--- config.mk ---
export PLATFORM = sky130hd
export DESIGN_NAME = fc_act_loader
export DESIGN_NICKNAME = d
export VERILOG_FILES = /design/src/rtl/fc_act_loader.sv
export SDC_FILE = /design/constraint.sdc
export NUM_CORES = 2
export LEC_CHECK = 0
export CAP_MARGIN = 25
export CORE_AREA = 2 2 422 424
export CTS_CLUSTER_DIAMETER = 40
export DETAILED_ROUTE_END_ITERATION = 7
export DIE_AREA = 0 0 424 426
export PLACE_DENSITY = 0.48
export SLEW_MARGIN = 20
export SYNTH_ARGS = -nofsm -noshare
export SYNTH_HDL_FRONTEND = slang
export SYNTH_SLANG_ARGS = --single-unit
--- constraint.sdc ---
create_clock -name clk -period 3.05 [get_ports clk]
set_input_delay 0.4575 -clock clk [delete_from_list [all_inputs] [get_ports clk]]
set_output_delay 0.4575 -clock clk [all_outputs]
set_load 0.05 [all_outputs]
--- src/rtl/fc_act_loader.sv ---
// fc_act_loader: collects a serial activation stream into the parallel vector x
// that feeds a combinational FC layer, holds x for SETTLE cycles, then samples
// the layer result z and offers it downstream on a valid/ready handshake.
module fc_act_loader #(
    parameter int unsigned WIDTH  = 8,
    parameter int unsigned IN     = 128,
    parameter int unsigned SETTLE = 2,
    parameter int unsigned ZW     = WIDTH * 2 + $clog2(IN)
) (
    input  logic             clk,
    input  logic             rst_n,
    input  logic             s_valid,
    output logic             s_ready,
    input  logic [WIDTH-1:0] s_data,
    input  logic             s_last,
    output logic [WIDTH-1:0] x [0:IN-1],
    input  logic [ZW-1:0]    z,
    output logic             m_valid,
    input  logic             m_ready,
    output logic [ZW-1:0]    m_data,
    output logic             m_err
);

    localparam int unsigned CW = (IN > 1) ? $clog2(IN) : 1;
    localparam int unsigned SW = (SETTLE > 1) ? $clog2(SETTLE) : 1;
    localparam logic [CW-1:0] CNT_LAST = CW'(IN - 1);
    localparam logic [SW-1:0] SET_LAST = SW'(SETTLE - 1);

    typedef enum logic [1:0] {
        ST_FILL   = 2'd0,
        ST_SETTLE = 2'd1,
        ST_OUT    = 2'd2
    } state_t;

    state_t          state_q, state_d;
    logic [CW-1:0]   cnt_q, cnt_d;
    logic [SW-1:0]   scnt_q, scnt_d;
    logic            err_q, err_d;
    logic            s_ready_d;
    logic            m_valid_d;
    logic            beat_c;
    logic            sample_c;
    logic            clear_c;
    logic            last_idx_c;

    // Next-state, counter and strobe decode; registered outputs follow next state
    always_comb begin
        state_d    = state_q;
        cnt_d      = cnt_q;
        scnt_d     = scnt_q;
        err_d      = err_q;
        beat_c     = 1'b0;
        sample_c   = 1'b0;
        clear_c    = 1'b0;
        last_idx_c = (cnt_q == CNT_LAST);

        case (state_q)
            ST_FILL: begin
                if (s_valid && s_ready) begin
                    beat_c = 1'b1;
                    if (s_last || last_idx_c) begin
                        // Early last or missing last both flag the frame
                        if (s_last != last_idx_c) begin
                            err_d = 1'b1;
                        end
                        state_d = ST_SETTLE;
                        cnt_d   = '0;
                        scnt_d  = '0;
                    end else begin
                        cnt_d = cnt_q + CW'(1);
                    end
                end
            end
            ST_SETTLE: begin
                if (scnt_q == SET_LAST) begin
                    sample_c = 1'b1;
                    state_d  = ST_OUT;
                end else begin
                    scnt_d = scnt_q + SW'(1);
                end
            end
            ST_OUT: begin
                if (m_valid && m_ready) begin
                    clear_c = 1'b1;
                    err_d   = 1'b0;
                    state_d = ST_FILL;
                end
            end
            default: begin
                state_d = ST_FILL;
                cnt_d   = '0;
                scnt_d  = '0;
                err_d   = 1'b0;
            end
        endcase

        s_ready_d = (state_d == ST_FILL);
        m_valid_d = (state_d == ST_OUT);
    end

    // State, counters, error flag and handshake outputs
    always_ff @(posedge clk) begin
        if (!rst_n) begin
            state_q <= ST_FILL;
            cnt_q   <= '0;
            scnt_q  <= '0;
            err_q   <= 1'b0;
            s_ready <= 1'b1;
            m_valid <= 1'b0;
        end else begin
            state_q <= state_d;
            cnt_q   <= cnt_d;
            scnt_q  <= scnt_d;
            err_q   <= err_d;
            s_ready <= s_ready_d;
            m_valid <= m_valid_d;
        end
    end

    // Result capture at the end of the settle window
    always_ff @(posedge clk) begin
        if (!rst_n) begin
            m_data <= '0;
            m_err  <= 1'b0;
        end else if (sample_c) begin
            m_data <= z;
            m_err  <= err_d;
        end
    end

    // Activation vector: written in index order, cleared after each drained result
    always_ff @(posedge clk) begin
        if (!rst_n || clear_c) begin
            for (int i = 0; i < int'(IN); i++) begin
                x[i] <= '0;
            end
        end else if (beat_c) begin
            x[cnt_q] <= s_data;
        end
    end

endmodule

==> results.py <==
metrics = {
    "outcome": {
        "outcome": "finished, final reports clean",
    },
    "cells_and_area": {
        "area.growth.synth_to_final_pct": 49.7,
        "fill_cells": 17602,
        "fraction_of_final_layout_cells_sized_beyond_drive_strength_1": 0.126,
        "fin_nets": 4863,
        "fin_area_um2": 62100,
        "layout.cells.most_common_list": "1082 x sky130_fd_sc_hd__clkdlybuf4s50_1, 1057 x sky130_fd_sc_hd__dfxtp_1, 1026 x sky130_fd_sc_hd__nand3_1, 1025 x sky130_fd_sc_hd__mux2i_1, 192 x sky130_fd_sc_hd__clkbuf_16",
        "layout.cells.most_common": "sky130_fd_sc_hd__clkdlybuf4s50_1",
    },
    "grt": {
        "number_of_antenna_violations_at_the_first_check_in_global_routing": 5,
        "largest_net_degree_at_the_start_of_global_routing": 112,
        "gr-total-overflow": 0,
        "global_route_wire_length_before_repair_um": 259000,
        "global_route.usage.total": 0.196,
        "first_global_vias": 34034,
    },
    "power_and_ir_drop": {
        "static-leakage-power_nw": 27.7,
        "seq_power_share": 0.372,
        "comb_power_share": 0.039,
        "power_density_nw_per_um2": 603,
        "worst_ir_drop_vdd_v": 0.000477,
        "power_frac_clock": 0.589,
        "power.internal_mw": 28.4,
        "p_sw_frac": 0.242,
        "power_switching_mw": 9.08,
    },
    "routing": {
        "detailroute.via_count": 33984,
        "routed_wl_um": 185000,
        "firstDrtPassIters": 5,
        "route.detailed.wl_per_inst_um": 25.3,
        "final_antenna_violating_net_count": 0,
        "vias_per_cell": 4.63,
        "detail_route.drc_violations": 0,
        "drt_iter0_markers": 1856,
    },
    "worst_setup_path": {
        "arrival_ps": 2220,
        "critical_path_required_ps": 2590,
        "timing.critical_path.max_delay_family": "buffers and inverters",
        "cp_cell_sequence": "clkdlybuf4s50_1",
        "cp-start-kind": "flip-flop",
        "r2r.worst_path.cells": 6,
        "cpPeakStageDelay_ps": 950,
        "worst-path-buf-inv": 1,
        "timing.critical_path.to_type": "primary output",
        "cpMaxStageDelayCell": "sky130_fd_sc_hd__clkdlybuf4s50_1",
        "critical_path_peak_fanout": 9,
        "stages_on_the_worst_setup_path": 1,
        "worst-setup-path-type": "flip-flop to primary output",
    },
    "placed_design": {
        "count_of_port_buffers_added_during_placement": 1085,
        "post-dp-hpwl_um": 126000,
        "placedInstanceArea_um2": 55300,
        "gp_congestion": 0.839,
        "dpl_worst_slack_ps": 423,
    },
    "die": {
        "floorplan.die.height_um": 426,
        "die-area_um2": 181000,
        "overall_die_width_um": 424,
        "boundaryPins": 1086,
        "rows": 154,
        "initial_util": 0.236,
        "fp.coreArea_um2": 176000,
    },
    "synth": {
        "synth-main-ff-cell": "sky130_fd_sc_hd__dfxtp_1",
        "synth_nets": 3855,
        "synth.area.top_cells": "sky130_fd_sc_hd__dfxtp_1 51%, sky130_fd_sc_hd__mux2i_1 25%, sky130_fd_sc_hd__nand3_1 12%, sky130_fd_sc_hd__nand3_4 3.7%, sky130_fd_sc_hd__clkbuf_1 2.6%",
        "yosysSeqAreaShare": 0.512,
        "synthesis.area_per_instance_um2": 10.9,
        "synth.ff_latch_count": 1061,
        "yosys.area.top_type": "sky130_fd_sc_hd__dfxtp_1",
        "yosysWarnings": 0,
        "post_synth_inst_count": 3813,
        "synth_top_area_share": 0.512,
        "ys_async_sr_fraction": 0,
        "synth_cell_types": 40,
        "synth-edff-count": 0,
        "syn-cell-area_um2": 41500,
    },
    "min_path": {
        "holdCritPathClass": "input pin to flip-flop",
        "worstHoldPathCells": 3,
    },
    "clock_network": {
        "clock_sink_count": 1061,
        "clk_pin_slew_ps": 50,
        "cts_buffer_depth": 3,
        "cts-root-buf": "sky130_fd_sc_hd__clkbuf_16",
        "cts-resized-gates": 0,
        "insertion_delay_ps": 850,
        "post_cts_buffers": 0,
        "htree_levels": 4,
        "cts-hold-fix-buffers": 1,
        "tritoncts": "built",
        "tritoncts.num_buffers": 191,
    },
    "sta": {
        "tightestPinTransition_ps": 1030,
        "fmaxAchievable_mhz": 373,
        "fin_crit_sh": 0.878,
        "number_of_endpoints_with_negative_hold_slack_in_the_final_report": 0,
        "finalCriticalPeriod_ps": 2680,
        "setup-violations-final": 0,
        "timing_max_transition_violations_final": 0,
        "setup_tns_final_ps": 0,
        "finalClockSkew_ps": 50.7,
        "rsz0062_at_grt": "no",
        "final_critical_path_setup_slack_ps": 371,
        "slew_headroom": 0.314,
    },
    "job": {
        "drv_cap": 0,
    },
}
-- sequential cells by signal, indices dropped and copies added (netlist names) --
register  flops
m_data       23
s_ready       1
m_valid       1
state_q       2
m_err         1
x          1024
err_q         1
cnt_q         7
scnt_q        1
-- path summary, 6_finish.rpt --
| check | start | endpoint | slack, ps |
|---|---|---|---|
| hold reg to reg | x[10]$_SDFFE_PP0P_ | x[10]$_SDFFE_PP0P_ | 470 |
| hold / removal | z[5] | m_data[5]$_SDFFE_PN0P_ | 200 |
| setup reg to reg | state_q[0]$_SDFF_PN0_ | x[972]$_SDFFE_PP0P_ | 700 |
| setup / recovery | s_ready$_SDFF_PN1_ | s_ready | 370 |
-- per-layer routing --
layer  track usage  up-vias  wire length, um  share of wire
met5             0        -                0              0
met4        0.0874        0             8080          0.044
met3        0.0527      296            11200          0.060
met2         0.340      960            92600           0.50
met1         0.225    17011            73400           0.40
li1              -    15717                -              -
-- metrics by stage --
stage / utilization / instances / total power [mW] / hold WS (ps)
finish: 0.354 / 7333 / 37.4 / 203
global route: 0.354 / 7329 / 38.7 / 166
CTS: 0.354 / 7324 / 37.9 / 119
detailed placement: 0.315 / 6967 / 15.7 / 459
global placement: 0.315 / 6966 / 15.7 / 450
floorplan: - / 3813 / 15.0 / 463
-- power by group through the flow --
| stage | Sequential [mW] | Clock, mW | Combinational [mW] |
|---|---|---|---|
| 3_3_place_gp | 14.2 | 0 | 1.48 |
| 4_1_cts | 13.9 | 22.5 | 1.48 |
| 2_1_floorplan | 14.3 | 0 | 0.730 |
| 5_1_grt | 13.9 | 23.2 | 1.52 |
| 6_report | 13.9 | 22.1 | 1.44 |
| 3_5_place_dp | 14.2 | 0 | 1.47 |
-- logic make-up (layout without fill, tap and decap cells) --
group | Yosys count | count (layout) | synth area share
other | 0 | 9 | 0
DFF | 1061 | 1061 | 0.512
adders and majority gates | 6 | 6 | 0.00181
buffers and inverters | 412 | 1583 | 0.0455
AOI/OAI and AO/OA | 52 | 52 | 0.00862
and+or+nand+nor | 1257 | 1257 | 0.185
muxes | 1025 | 1025 | 0.247
-- layout make-up --
class,instances,area (um^2),share of cell area
antenna,9,22.5,0.000362
clock buffer,242,5240,0.0844
clock inverter,114,1520,0.0245
inverter,5,18.8,0.000302
multi-input combinational,2340,18600,0.299
sequential,1061,21200,0.342
tap,2340,2930,0.0471
timing repair buffer,1222,12600,0.203
-- cell usage after synthesis (8+ instances only) --
cell / n
sky130_fd_sc_hd__a21oi_1: 8
sky130_fd_sc_hd__clkbuf_1: 291
sky130_fd_sc_hd__a21boi_0: 26
sky130_fd_sc_hd__mux2i_1: 1025
sky130_fd_sc_hd__buf_2: 54
sky130_fd_sc_hd__buf_1: 20
sky130_fd_sc_hd__nand3_4: 88
sky130_fd_sc_hd__nand2_1: 52
sky130_fd_sc_hd__buf_12: 8
sky130_fd_sc_hd__nand3_2: 40
sky130_fd_sc_hd__nand3_1: 1034
sky130_fd_sc_hd__dfxtp_1: 1061
sky130_fd_sc_hd__buf_4: 30
No activity file was read; power rests on OpenSTA's default activity.
